File: config.mk
export PLATFORM = sky130hd
export DESIGN_NAME = bishift_frame_feeder
export DESIGN_NICKNAME = d
export VERILOG_FILES = /design/src/rtl/bishift_frame_feeder.sv
export SDC_FILE = /design/constraint.sdc
export NUM_CORES = 1
export LEC_CHECK = 0
export ABC_AREA = 1
export BUFFER_PORTS_ARGS = -buffer_cell sky130_fd_sc_hd__buf_2
export CAP_MARGIN = 0
export CELL_PAD_IN_SITES_DETAIL_PLACEMENT = 1
export CELL_PAD_IN_SITES_GLOBAL_PLACEMENT = 2
export CORE_ASPECT_RATIO = 1.4
export CORE_UTILIZATION = 34
export DETAILED_ROUTE_END_ITERATION = 12
export GPL_TIMING_DRIVEN = 0
export PLACE_DENSITY_LB_ADDON = 0.1
export SLEW_MARGIN = 20
export SYNTH_ARGS = -nofsm -noshare
export SYNTH_HDL_FRONTEND = slang
export SYNTH_SLANG_ARGS = --single-unit
File: constraint.sdc
create_clock -name clk -period 2.6 [get_ports clk]
set_clock_uncertainty 0.2 [all_clocks]
set_input_delay 0.52 -clock clk [delete_from_list [all_inputs] [get_ports clk]]
set_output_delay 0.52 -clock clk [all_outputs]
set_load 0.005 [all_outputs]
File: src/rtl/bishift_frame_feeder.sv
// ============================================================================
// Module   : bishift_frame_feeder
// Purpose  : Serialises one accepted parallel word into a bidirectional shift
//            register stage over MSB cycles, then closes the frame with a
//            completion pulse and a programmable idle gap.
// Revision : 1.0 - initial release
// ============================================================================
`default_nettype none

module bishift_frame_feeder #(
    parameter int MSB = 4,
    parameter int GAP = 1
) (
    input  logic           clk,
    input  logic           rst,
    input  logic [MSB-1:0] in_data,
    input  logic           in_dir,
    input  logic           in_valid,
    output logic           in_ready,
    output logic           sh_d,
    output logic           sh_en,
    output logic           sh_dir,
    output logic           busy,
    output logic           frame_done
);

    localparam int              c_CW       = $clog2(MSB);
    localparam logic [c_CW-1:0] c_CNT_LAST = c_CW'(MSB - 1);
    localparam logic [3:0]      c_GAP_LAST = 4'((GAP > 0) ? (GAP - 1) : 0);

    localparam logic [1:0] c_ST_IDLE  = 2'd0;
    localparam logic [1:0] c_ST_SHIFT = 2'd1;
    localparam logic [1:0] c_ST_GAP   = 2'd2;

    logic [1:0]      r_state;
    logic [c_CW-1:0] r_cnt;
    logic [3:0]      r_gcnt;
    logic [MSB-1:0]  r_word;
    logic            r_in_ready;
    logic            r_sh_d;
    logic            r_sh_en;
    logic            r_sh_dir;
    logic            r_busy;
    logic            r_frame_done;

    // r_word holds the bits not yet sent, pre-shifted so the next bit always
    // sits at the end matching the direction (MSB end for left, LSB end for right).
    always_ff @(posedge clk or posedge rst) begin
        if (rst) begin
            r_state      <= c_ST_IDLE;
            r_cnt        <= '0;
            r_gcnt       <= '0;
            r_word       <= '0;
            r_in_ready   <= 1'b0;
            r_sh_d       <= 1'b0;
            r_sh_en      <= 1'b0;
            r_sh_dir     <= 1'b0;
            r_busy       <= 1'b0;
            r_frame_done <= 1'b0;
        end else begin
            r_frame_done <= 1'b0;
            case (r_state)
                c_ST_IDLE: begin
                    r_in_ready <= 1'b1;
                    if (in_valid && r_in_ready) begin
                        r_in_ready <= 1'b0;
                        r_state    <= c_ST_SHIFT;
                        r_busy     <= 1'b1;
                        r_sh_en    <= 1'b1;
                        r_sh_dir   <= in_dir;
                        r_cnt      <= '0;
                        if (in_dir) begin
                            r_sh_d <= in_data[0];
                            r_word <= in_data >> 1;
                        end else begin
                            r_sh_d <= in_data[MSB-1];
                            r_word <= in_data << 1;
                        end
                    end
                end

                c_ST_SHIFT: begin
                    if (r_cnt == c_CNT_LAST) begin
                        r_sh_en      <= 1'b0;
                        r_frame_done <= 1'b1;
                        r_cnt        <= '0;
                        if (GAP == 0) begin
                            r_state    <= c_ST_IDLE;
                            r_in_ready <= 1'b1;
                            r_busy     <= 1'b0;
                        end else begin
                            r_state <= c_ST_GAP;
                            r_gcnt  <= '0;
                        end
                    end else begin
                        r_cnt <= r_cnt + 1'b1;
                        if (r_sh_dir) begin
                            r_sh_d <= r_word[0];
                            r_word <= r_word >> 1;
                        end else begin
                            r_sh_d <= r_word[MSB-1];
                            r_word <= r_word << 1;
                        end
                    end
                end

                c_ST_GAP: begin
                    if (r_gcnt == c_GAP_LAST) begin
                        r_state    <= c_ST_IDLE;
                        r_in_ready <= 1'b1;
                        r_busy     <= 1'b0;
                        r_gcnt     <= '0;
                    end else begin
                        r_gcnt <= r_gcnt + 1'b1;
                    end
                end

                default: begin
                    r_state    <= c_ST_IDLE;
                    r_in_ready <= 1'b0;
                    r_sh_en    <= 1'b0;
                    r_busy     <= 1'b0;
                end
            endcase
        end
    end

    assign in_ready   = r_in_ready;
    assign sh_d       = r_sh_d;
    assign sh_en      = r_sh_en;
    assign sh_dir     = r_sh_dir;
    assign busy       = r_busy;
    assign frame_done = r_frame_done;

endmodule

`default_nettype wire

==> results of run 1 <==
==> synth_stat cells (all sizes together) <==
master   n  area share
nand2   47        0.20
nand3   24        0.12
inv     21       0.079
dfrtp   18        0.45
o21ai    7       0.035
ha       3       0.037
nor2     3       0.037
a21oi    2       0.010
buf      1       0.011
nand4    1      0.0062
xor2     1      0.0087
==> cell type report <==
class                   count  area (um2)  area share
clock buffers               4        36.3      0.0316
inverters                  21        78.8      0.0686
plain buffers               1        11.3     0.00980
flip-flops and latches     18         450       0.392
multi-input cells          88         462       0.402
repair buffers             13        65.1      0.0566
well taps                  36        45.0      0.0392
==> where the power goes <==
part | internal, mW | leakage (nW) | total, mW | switching [mW]
logic | 0.191 | 0.406 | 0.522 | 0.330
clock network | 0.0855 | 0.0210 | 0.178 | 0.0927
registers | 0.373 | 0.234 | 0.462 | 0.0889
total | 0.650 | 0.661 | 1.16 | 0.512
==> kinds of logic after synthesis <==
| kind of cell | share of synthesized area |
|---|---|
| compound gates | 0.0449 |
| fa+ha+maj | 0.0375 |
| buf+inv | 0.0899 |
| simple gates | 0.370 |
| xor+xnor | 0.00874 |
| flops | 0.449 |
==> routing by layer <==
metal	vias up	wire, um
li1	438	-
met1	437	918
met2	12	1320
met3	4	39
met4	0	48
met5	-	0
==> state kept, by name, summed over array words and instances (netlist names) <==
register and count:
frame_done 1, sh_d 1, r_cnt 2, in_ready 1, r_gcnt 4, r_word 4, r_state 2, busy 1
sh_en 1, sh_dir 1
==> cells in the final DEF (no fill, tap or decap), drive strengths merged <==
cell	n
inv	21
dfrtp	18
nand4	1
clkbuf	4
o21ai	7
xor2	1
nor2	3
buf	14
nand3	24
a21oi	2
ha	3
nand2	47
==> final timing paths <==
kind	start	end	slack, ps	depth (start not counted)
min reg2reg	busy$_DFFE_PP0P_	busy$_DFFE_PP0P_	280	2
max	sh_dir$_DFFE_PP0P_	sh_dir	920	1
min in group clk	busy$_DFFE_PP0P_	busy$_DFFE_PP0P_	280	2
max reg2reg	r_state[0]$_DFFE_PP0P_	r_gcnt[0]$_DFFE_PP0P_	1110	5
min	rst	r_gcnt[3]$_DFFE_PP0P_	110	2
max in group asynchronous	rst	r_state[1]$_DFFE_PP0P_	1650	2
==> per-stage QoR <==
| stage | hold WS, ps | instances | power [mW] |
|---|---|---|---|
| final | 110 | 181 | 1.16 |
| after global routing | 178 | 181 | 1.27 |
| after global placement | 253 | 177 | 0.980 |
| after floorplan | 259 | 128 | 0.836 |
| after detailed placement | 260 | 177 | 0.999 |
| after CTS | 130 | 181 | 1.18 |
==> impl_metrics.prom, run 1 <==
# TYPE chip_impl_metric gauge
chip_impl_info{name="result_of_the_run",value="finished clean"} 1
chip_impl_metric{name="ctsHoldBuffers",unit=""} 0
chip_impl_metric{name="synthesis.instances",unit=""} 128
chip_impl_metric{name="post_dp_cell_area",unit="um2"} 1110
chip_impl_metric{name="total_number_of_vias",unit=""} 891
chip_impl_metric{name="synthesis.area",unit="um2"} 1000
chip_impl_metric{name="max_freq",unit="MHz"} 597
chip_impl_metric{name="overflow_after_grt",unit=""} 0
chip_impl_metric{name="drt-pass1-iter-count",unit=""} 4
chip_impl_metric{name="power.density_cell_area",unit="nW/um2"} 1010
chip_impl_metric{name="synthesis_stage_register_bit_count",unit=""} 18
chip_impl_metric{name="globalplace.congestion",unit=""} 0.755
chip_impl_info{name="grt_most_used_layer",value="met2"} 1
chip_impl_metric{name="start_util",unit=""} 0.372
chip_impl_metric{name="synth.distinct_cells",unit=""} 17
chip_impl_metric{name="critPathArrivalTime",unit="ps"} 960
chip_impl_info{name="tritoncts_clock_tree",value="built"} 1
chip_impl_info{name="worst_setup_path_end_kind",value="primary output"} 1
chip_impl_metric{name="grt.met3_usage",unit=""} 0.0246
chip_impl_metric{name="crit_path_max_incr_delay",unit="ps"} 490
chip_impl_metric{name="post_cts_buffers",unit=""} 0
chip_impl_metric{name="irDropWorstVdd",unit="uV"} 369
chip_impl_metric{name="routed_wl",unit="mm"} 2.32
chip_impl_metric{name="grt_antenna_before_repair",unit=""} 0
chip_impl_metric{name="final_area",unit="um2"} 1150
chip_impl_metric{name="number_of_drc_markers_after_the_initial_detailed_route_iteration",unit=""} 18
chip_impl_metric{name="finalHoldViolCount",unit=""} 0
chip_impl_metric{name="clkSlewWorstSetupHoldPaths",unit="ps"} 110
chip_impl_metric{name="cts_max_path_buffers",unit=""} 2
chip_impl_metric{name="fp.dieH",unit="um"} 66.2
chip_impl_metric{name="core-area",unit="um2"} 2700
chip_impl_metric{name="avgRoutedWirePerCell",unit="um"} 12.8
chip_impl_metric{name="setup_viol",unit=""} 0
chip_impl_metric{name="setup_total_negative_slack",unit="ps"} 0
chip_impl_metric{name="cp_max_fo",unit=""} 7
chip_impl_metric{name="grt_pass1_wl",unit="mm"} 4.13
chip_impl_info{name="rsz0062_at_grt",value="no"} 1
chip_impl_metric{name="dpl_worst_slack",unit="ps"} 1090
chip_impl_metric{name="groute.layer.met2.usage",unit=""} 0.329
chip_impl_metric{name="htree_levels",unit=""} 1
chip_impl_metric{name="layout.filler_cells",unit=""} 366
chip_impl_metric{name="worst_skew_pair.late_latency",unit="ps"} 300
chip_impl_metric{name="required_time_at_the_worst_slack_endpoint",unit="ps"} 1880
chip_impl_metric{name="overall_die_width",unit="um"} 47.9
chip_impl_metric{name="routed_via_density",unit=""} 4.92
chip_impl_metric{name="maxCapViolCount",unit=""} 0
chip_impl_metric{name="setup_ws_final",unit="ps"} 925
chip_impl_metric{name="numPortBuffers",unit=""} 13
chip_impl_metric{name="flow.area_growth_from_synthesis",unit="%"} 14.6
chip_impl_metric{name="remaining_antenna_violation_count",unit=""} 0
chip_impl_metric{name="final_nets",unit=""} 157
chip_impl_metric{name="antenna-diode-count",unit=""} 0
chip_impl_info{name="cp-start-kind",value="flop"} 1
chip_impl_metric{name="final_layout_size_suffix_gt1_frac",unit=""} 0.200
chip_impl_metric{name="met1_usage",unit=""} 0.199
chip_impl_info{name="critical_path.top_delay_family",value="flip-flops"} 1
chip_impl_metric{name="timing_max_transition_violations_final",unit=""} 0
chip_impl_info{name="cts-root-buf",value="clkbuf_4"} 1
chip_impl_info{name="critical-path-slowest-cell",value="dfrtp_1"} 1
chip_impl_metric{name="slew-limit-headroom",unit=""} 0.529
chip_impl_metric{name="cts-buffers-inserted",unit=""} 3
chip_impl_metric{name="syn_area_per_cell",unit="um2"} 7.83
chip_impl_metric{name="layout_min_cycle_time",unit="ps"} 1680
chip_impl_metric{name="num_rows",unit=""} 22
chip_impl_metric{name="critical_path.n_buffers_inverters",unit=""} 1
chip_impl_metric{name="synth_nets",unit=""} 139
chip_impl_metric{name="drc_violation_count_after_routing",unit=""} 0
chip_impl_metric{name="p_leak",unit="nW"} 0.661
chip_impl_metric{name="grt_pass1_vias",unit=""} 945
chip_impl_metric{name="final_worst_path_cycle_share",unit=""} 0.644
chip_impl_info{name="cp_cell_sequence",value="buf_2"} 1
chip_impl_metric{name="timing_worst_slew_pin_value",unit="ps"} 706
chip_impl_metric{name="clkSinkCount",unit=""} 18
chip_impl_metric{name="synth.yosys.seq_area_share",unit=""} 0.449
chip_impl_metric{name="total_die_area",unit="um2"} 3170
chip_impl_info{name="worstSetupPathType",value="flop to primary output"} 1
chip_impl_info{name="timing.hold.worst.class",value="primary input to asynchronous set/reset pin"} 1
chip_impl_metric{name="fraction_of_the_core_area_covered_by_cells_at_the_end_of_the_flow",unit=""} 0.426
chip_impl_metric{name="ctsResizeCount",unit=""} 0
chip_impl_metric{name="synth-warning-count",unit=""} 0
chip_impl_metric{name="io_pins",unit=""} 14
chip_impl_metric{name="pin_count_of_the_biggest_net_entering_global_routing",unit=""} 19
chip_impl_metric{name="hpwlAfterDp",unit="mm"} 1.86
chip_impl_metric{name="globalRouteTotalUtil",unit=""} 0.186
Note: power is estimated with default switching activity, not from simulation.
==> run 2: changes to the inputs <==
CORE_UTILIZATION = 29   (was 34)
clock period = 1.5 ns   (was 2.6 ns; I/O delays follow)
==> run 2 against run 1 <==
Cell area increased by 3.9%. Setup slack got worse by 800 ps. Final cell count increased by 2.2%. Power increased by 80%. Core utilization decreased by 5.4 points. Critical path type unchanged. Largest cell class unchanged. Highest routed layer unchanged.
==> impl_metrics.prom, run 2 (synthesized netlist as in run 1, its figures left out) <==
# TYPE chip_impl_metric gauge
chip_impl_info{name="reg2reg_from",value="r_state[0]$_DFFE_PP0P_"} 1
chip_impl_metric{name="num_rows",unit=""} 24
chip_impl_metric{name="power.density_cell_area",unit="nW/um2"} 1760
chip_impl_info{name="critical_path.top_delay_family",value="flip-flops"} 1
chip_impl_metric{name="pin_count_of_the_biggest_net_entering_global_routing",unit=""} 19
chip_impl_metric{name="routed_wl",unit="mm"} 2.31
chip_impl_metric{name="core-area",unit="um2"} 3210
chip_impl_metric{name="critPathArrivalTime",unit="ps"} 880
chip_impl_info{name="layout.cells.most_common",value="nand2_1"} 1
chip_impl_metric{name="required_time_at_the_worst_slack_endpoint",unit="ps"} 1000
chip_impl_metric{name="total_number_of_vias",unit=""} 865
chip_impl_metric{name="globalRouteTotalUtil",unit=""} 0.153
chip_impl_metric{name="post_dp_cell_area",unit="um2"} 1120
chip_impl_metric{name="remaining_antenna_violation_count",unit=""} 0
chip_impl_metric{name="final_worst_path_cycle_share",unit=""} 0.918
chip_impl_info{name="worst_setup_path_end_kind",value="primary output"} 1
chip_impl_metric{name="crit_path_max_incr_delay",unit="ps"} 470
chip_impl_metric{name="final_nets",unit=""} 158
chip_impl_metric{name="drt-pass1-iter-count",unit=""} 2
chip_impl_metric{name="final_layout_size_suffix_gt1_frac",unit=""} 0.226
chip_impl_metric{name="globalplace.congestion",unit=""} 0.714
chip_impl_metric{name="slew-limit-headroom",unit=""} 0.719
chip_impl_metric{name="start_util",unit=""} 0.312
chip_impl_metric{name="clkSinkCount",unit=""} 18
chip_impl_metric{name="total_die_area",unit="um2"} 3700
chip_impl_info{name="cp_cell_sequence",value="buf_2"} 1
chip_impl_metric{name="setup_viol",unit=""} 0
chip_impl_metric{name="critical_path.n_buffers_inverters",unit=""} 1
chip_impl_metric{name="p_leak",unit="nW"} 0.675
chip_impl_metric{name="worst_hold_depth",unit=""} 5
chip_impl_metric{name="clkSlewWorstSetupHoldPaths",unit="ps"} 70
chip_impl_metric{name="post_cts_buffers",unit=""} 0
chip_impl_metric{name="fraction_of_the_core_area_covered_by_cells_at_the_end_of_the_flow",unit=""} 0.371
chip_impl_info{name="regToRegEndpoint",value="r_cnt[0]$_DFFE_PP0P_"} 1
chip_impl_info{name="result_of_the_run",value="finished clean"} 1
chip_impl_metric{name="cp_max_fo",unit=""} 7
chip_impl_metric{name="maxCapViolCount",unit=""} 0
chip_impl_info{name="cp-start-kind",value="flop"} 1
chip_impl_info{name="most-common-layout-cells",value="nand2_1 (42), nand3_1 (22), inv_1 (17), dfrtp_1 (17), buf_2 (13)"} 1
chip_impl_metric{name="finalHoldViolCount",unit=""} 0
chip_impl_metric{name="irDropWorstVdd",unit="uV"} 593
chip_impl_metric{name="setup_total_negative_slack",unit="ps"} 0
chip_impl_metric{name="fp.dieH",unit="um"} 71.6
chip_impl_metric{name="htree_levels",unit=""} 1
chip_impl_metric{name="antenna-diode-count",unit=""} 0
chip_impl_metric{name="grt_antenna_before_repair",unit=""} 0
chip_impl_metric{name="final_area",unit="um2"} 1190
chip_impl_metric{name="grt_pass1_vias",unit=""} 965
chip_impl_metric{name="routed_via_density",unit=""} 4.68
chip_impl_info{name="cts-root-buf",value="clkbuf_8"} 1
chip_impl_metric{name="overall_die_width",unit="um"} 51.7
chip_impl_metric{name="grt_pass1_wl",unit="mm"} 4.26
chip_impl_metric{name="timing_worst_slew_pin_value",unit="ps"} 420
chip_impl_metric{name="layout_min_cycle_time",unit="ps"} 1380
chip_impl_info{name="hold_path.startpoint",value="in_data[2]"} 1
chip_impl_metric{name="io_pins",unit=""} 14
chip_impl_metric{name="overflow_after_grt",unit=""} 0
chip_impl_metric{name="worst_skew_pair.late_latency",unit="ps"} 250
chip_impl_metric{name="cts-buffers-inserted",unit=""} 3
chip_impl_metric{name="max_freq",unit="MHz"} 726
chip_impl_metric{name="drc_violation_count_after_routing",unit=""} 0
chip_impl_metric{name="cts_max_path_buffers",unit=""} 2
chip_impl_info{name="critical-path-slowest-cell",value="dfrtp_1"} 1
chip_impl_info{name="tritoncts_clock_tree",value="built"} 1
chip_impl_metric{name="avgRoutedWirePerCell",unit="um"} 12.5
chip_impl_metric{name="ff2ff_setup_slack",unit="ps"} 130
chip_impl_metric{name="timing_max_transition_violations_final",unit=""} 0
chip_impl_metric{name="number_of_drc_markers_after_the_initial_detailed_route_iteration",unit=""} 33
chip_impl_metric{name="finish.cell_count_without_fillers",unit=""} 185
chip_impl_info{name="worstSetupPathType",value="flop to primary output"} 1
chip_impl_info{name="hold_path_end",value="r_word[3]$_DFFE_PP0P_"} 1
chip_impl_metric{name="post-place-cells",unit=""} 180
chip_impl_info{name="largestRegisters",value="r_gcnt: 4 flops, r_word: 4 flops"} 1
chip_impl_metric{name="worstRegToRegCells",unit=""} 5
chip_impl_metric{name="hpwlAfterDp",unit="mm"} 1.80
chip_impl_metric{name="numPortBuffers",unit=""} 13
chip_impl_metric{name="flow.area_growth_from_synthesis",unit="%"} 19.1
chip_impl_info{name="timing.hold.worst.class",value="primary input to flop"} 1
## run 2: worst max path at each step
| stage | end | start | slack, ps | depth (start not counted) |
|---|---|---|---|---|
| 2_1_floorplan | r_cnt[0]$_DFFE_PP0P_ | r_state[0]$_DFFE_PP0P_ | 200 | 5 |
| 3_5_place_dp | r_gcnt[3]$_DFFE_PP0P_ | r_state[0]$_DFFE_PP0P_ | 70 | 5 |
| 4_1_cts | r_gcnt[3]$_DFFE_PP0P_ | r_state[0]$_DFFE_PP0P_ | 50 | 5 |
| 3_3_place_gp | r_gcnt[1]$_DFFE_PP0P_ | r_state[0]$_DFFE_PP0P_ | 70 | 5 |
| 6_report | sh_dir | sh_dir$_DFFE_PP0P_ | 120 | 1 |
| 5_1_grt | in_ready$_DFFE_PP0P_ | r_gcnt[0]$_DFFE_PP0P_ | -0.6 | 7 |
## run 2: worst min-delay path, delay by kind of cell
kind                   cells  cell delay, ps
and+or+nand+nor            4             230
buffers and inverters      1              80
## run 2: report_power, final
part | switching (mW) | total (mW) | internal, mW | leakage, nW
Sequential | 0.148 | 0.800 | 0.652 | 0.233
Clock | 0.162 | 0.395 | 0.233 | 0.0288
Combinational | 0.567 | 0.902 | 0.335 | 0.413
Total | 0.877 | 2.10 | 1.22 | 0.675
## run 2: repair_timing
item                                    in CTS  in global routing
endpoints found under the hold margin       18                  0
hold buffers                                 1                  0
endpoints found under the setup margin       0                 24
gates resized for setup                      0                  4
## run 2: final cells by class
type                       count  area, um2
sequential                    18        452
fill                         409       2020
buffer                         1       11.3
inverter                      21       82.6
tap                           39       48.8
multi-input combinational     88        469
timing repair buffer          14       75.1
clock buffer                   4       55.1
## run 2: metal layers
| metal | global-route usage | up-vias | part of all wire |
|---|---|---|---|
| li1 | - | 440 | - |
| met1 | 0.172 | 413 | 0.42 |
| met2 | 0.286 | 10 | 0.55 |
| met3 | 0.0191 | 2 | 0.020 |
| met4 | 0.0541 | 0 | 0.0082 |
| met5 | 0 | - | 0 |
## run 2: per-stage QoR
step / setup WS [ps] / hold WS [ps] / total power [mW]
6_report: 123 / 200 / 2.10
4_1_cts: 49.9 / 193 / 2.15
3_3_place_gp: 67.5 / 253 / 1.72
5_1_grt: -0.625 / 232 / 2.33
3_5_place_dp: 74.7 / 254 / 1.73
2_1_floorplan: 197 / 38.6 / 1.45
==> run 3: changes to the inputs <==
--- a/config.mk
+++ b/config.mk
@@ -11,5 +11,5 @@
 export CELL_PAD_IN_SITES_DETAIL_PLACEMENT = 1
 export CELL_PAD_IN_SITES_GLOBAL_PLACEMENT = 2
-export CORE_ASPECT_RATIO = 1.4
+export CORE_ASPECT_RATIO = 1.2
 export CORE_UTILIZATION = 29
 export DETAILED_ROUTE_END_ITERATION = 12
==> constraint.sdc (replaced) <==
create_clock -name clk -period 1.5 [get_ports clk]
set_clock_uncertainty 0.2 [all_clocks]
set_input_delay 0.15 -clock clk [delete_from_list [all_inputs] [get_ports clk]]
set_output_delay 0.15 -clock clk [all_outputs]
set_load 0.005 [all_outputs]
==> run 3 against run 2 <==
Register-to-register slack about the same. Die area about the same. Critical path depth up 4. Count of clock-buffer cells in the layout unchanged. Highest routed layer unchanged. Via count down 0.81%. Non-clock buffer count up 1.
==> impl_metrics.prom, run 3 (synthesized netlist as in run 1, its figures left out) <==
# TYPE chip_impl_metric gauge
chip_impl_metric{name="core-area",unit="um2"} 3310
chip_impl_metric{name="flow.area_growth_from_synthesis",unit="%"} 18.7
chip_impl_metric{name="routed_via_density",unit=""} 4.66
chip_impl_metric{name="register_area",unit="um2"} 452
chip_impl_metric{name="drc_violation_count_after_routing",unit=""} 0
chip_impl_metric{name="layout_min_cycle_time",unit="ps"} 1380
chip_impl_metric{name="groute.layer.met2.usage",unit=""} 0.264
chip_impl_metric{name="dpl_worst_slack",unit="ps"} 51.9
chip_impl_metric{name="final_power",unit="mW"} 2.12
chip_impl_metric{name="grt.met3_usage",unit=""} 0.0235
chip_impl_metric{name="finalHoldViolCount",unit=""} 0
chip_impl_metric{name="worst_hold_depth",unit=""} 5
chip_impl_metric{name="setup_total_negative_slack",unit="ps"} 0
chip_impl_metric{name="hpwlAfterDp",unit="mm"} 1.75
chip_impl_metric{name="setup_ws_final",unit="ps"} 119
chip_impl_info{name="worstSetupPathType",value="flop to flop"} 1
chip_impl_metric{name="cts_max_path_buffers",unit=""} 2
chip_impl_metric{name="final_layout_size_suffix_gt1_frac",unit=""} 0.218
chip_impl_metric{name="critPathArrivalTime",unit="ps"} 1320
chip_impl_metric{name="globalRouteTotalUtil",unit=""} 0.146
chip_impl_metric{name="total_number_of_vias",unit=""} 858
chip_impl_metric{name="overflow_after_grt",unit=""} 0
chip_impl_info{name="reg2reg_from",value="r_state[1]$_DFFE_PP0P_"} 1
chip_impl_metric{name="maxCapViolCount",unit=""} 0
chip_impl_metric{name="antenna-diode-count",unit=""} 0
chip_impl_info{name="layout.cells.most_common",value="nand2_1"} 1
chip_impl_info{name="worst_setup_path_end_kind",value="flop"} 1
chip_impl_metric{name="num_rows",unit=""} 23
chip_impl_metric{name="avgRoutedWirePerCell",unit="um"} 12.7
chip_impl_metric{name="finalHoldWorstSlack",unit="ps"} 33.1
chip_impl_metric{name="pin_count_of_the_biggest_net_entering_global_routing",unit=""} 19
chip_impl_metric{name="number_of_drc_markers_after_the_initial_detailed_route_iteration",unit=""} 17
chip_impl_metric{name="grt_antenna_before_repair",unit=""} 0
chip_impl_metric{name="numPortBuffers",unit=""} 13
chip_impl_metric{name="worst_skew_pair.late_latency",unit="ps"} 260
chip_impl_metric{name="cp_max_fo",unit=""} 10
chip_impl_metric{name="overall_die_width",unit="um"} 55.7
chip_impl_metric{name="final_worst_path_cycle_share",unit=""} 0.921
chip_impl_metric{name="required_time_at_the_worst_slack_endpoint",unit="ps"} 1440
chip_impl_metric{name="final_nets",unit=""} 159
chip_impl_metric{name="p_leak",unit="nW"} 0.678
chip_impl_metric{name="layout.filler_cells",unit=""} 419
chip_impl_info{name="cts-root-buf",value="clkbuf_8"} 1
chip_impl_metric{name="irDropWorstVdd",unit="uV"} 622
chip_impl_metric{name="final_area",unit="um2"} 1190
chip_impl_metric{name="timing_worst_slew_pin_value",unit="ps"} 733
chip_impl_metric{name="cts-buffers-inserted",unit=""} 3
chip_impl_metric{name="globalplace.congestion",unit=""} 0.757
chip_impl_info{name="result_of_the_run",value="finished clean"} 1
chip_impl_metric{name="htree_levels",unit=""} 1
chip_impl_info{name="timing.hold.worst.class",value="primary input to flop"} 1
chip_impl_metric{name="setup_viol",unit=""} 0
chip_impl_info{name="regToRegEndpoint",value="r_cnt[0]$_DFFE_PP0P_"} 1
chip_impl_metric{name="clkSlewWorstSetupHoldPaths",unit="ps"} 80
chip_impl_metric{name="max_freq",unit="MHz"} 724
chip_impl_metric{name="start_util",unit=""} 0.303
chip_impl_metric{name="slew-limit-headroom",unit=""} 0.511
chip_impl_metric{name="clkSinkCount",unit=""} 18
chip_impl_metric{name="grt_pass1_wl",unit="mm"} 4.11
chip_impl_metric{name="power.density_cell_area",unit="nW/um2"} 1780
chip_impl_info{name="grt_most_used_layer",value="met2"} 1
chip_impl_info{name="rsz0062_at_grt",value="no"} 1
chip_impl_metric{name="met1_usage",unit=""} 0.169
chip_impl_metric{name="drt-pass1-iter-count",unit=""} 2
chip_impl_metric{name="io_pins",unit=""} 14
chip_impl_info{name="hold_path.startpoint",value="in_data[2]"} 1
chip_impl_metric{name="remaining_antenna_violation_count",unit=""} 0
chip_impl_metric{name="timing_max_transition_violations_final",unit=""} 0
chip_impl_metric{name="ff2ff_setup_slack",unit="ps"} 120
chip_impl_info{name="tritoncts_clock_tree",value="built"} 1
chip_impl_metric{name="total_die_area",unit="um2"} 3700
chip_impl_metric{name="fp.dieH",unit="um"} 66.4
chip_impl_metric{name="grt_pass1_vias",unit=""} 903
chip_impl_info{name="cp-start-kind",value="flop"} 1
chip_impl_info{name="hold_path_end",value="r_word[3]$_DFFE_PP0P_"} 1
chip_impl_info{name="most-common-layout-cells",value="nand2_1 (42), nand3_1 (23), inv_1 (18)"} 1
chip_impl_metric{name="post_dp_cell_area",unit="um2"} 1110
chip_impl_info{name="largestRegisters",value="r_gcnt: 4 flops, r_word: 4 flops"} 1
chip_impl_metric{name="routed_wl",unit="mm"} 2.33
chip_impl_metric{name="multiInputGateArea",unit="um2"} 464
chip_impl_metric{name="worstRegToRegCells",unit=""} 5
==> run 3: layer usage <==
metal | routed length [um] | up-vias
met5 | 0 | -
met4 | 41 | 0
met3 | 46 | 4
met2 | 1210 | 12
met1 | 1030 | 399
li1 | - | 443
==> run 3: worst max-delay path by stage <==
stage	from	end	slack [ps]	cells after the start
final	r_state[1]$_DFFE_PP0P_	r_cnt[0]$_DFFE_PP0P_	120	5
after global routing	r_gcnt[0]$_DFFE_PP0P_	in_ready$_DFFE_PP0P_	7	7
after CTS	r_state[0]$_DFFE_PP0P_	r_gcnt[1]$_DFFE_PP0P_	30	5
after detailed placement	r_state[0]$_DFFE_PP0P_	r_gcnt[1]$_DFFE_PP0P_	50	5
after global placement	r_state[0]$_DFFE_PP0P_	r_gcnt[3]$_DFFE_PP0P_	70	5
after floorplan	r_state[0]$_DFFE_PP0P_	r_cnt[0]$_DFFE_PP0P_	200	5
==> run 3: metrics by stage <==
stage,util,cells
after floorplan,-,128
after CTS,0.356,183
after global placement,0.336,178
after detailed placement,0.336,178
after global routing,0.360,184
final,0.360,184
==> run 3: report_power, final <==
group	internal (mW)	switching [mW]
clock	0.234	0.181
combinational	0.334	0.570
sequential	0.651	0.151
==> run 3: layout make-up <==
| type | instances | share of cell area |
|---|---|---|
| Buffer | 1 | 0.00946 |
| Clock buffer | 4 | 0.0463 |
| Inverter | 21 | 0.0662 |
| Multi-Input combinational cell | 88 | 0.390 |
| Sequential cell | 18 | 0.380 |
| Tap cell | 37 | 0.0389 |
| Timing Repair Buffer | 15 | 0.0694 |
==> run 3: critical path, stage by stage (launching register included) <==
cell,delay [ps]
dfrtp_1,480
nor2_2,210
nand2_4,90
buf_6,150
nand3_1,60
o21ai_0,80
==> run 3: repair_timing <==
item / in CTS / in global routing
endpoints found under the hold margin: 18 / 0
setup buffers: 0 / 1
gates resized for setup: 0 / 2
setup endpoints to repair: 0 / 6
hold buffers: 1 / 0
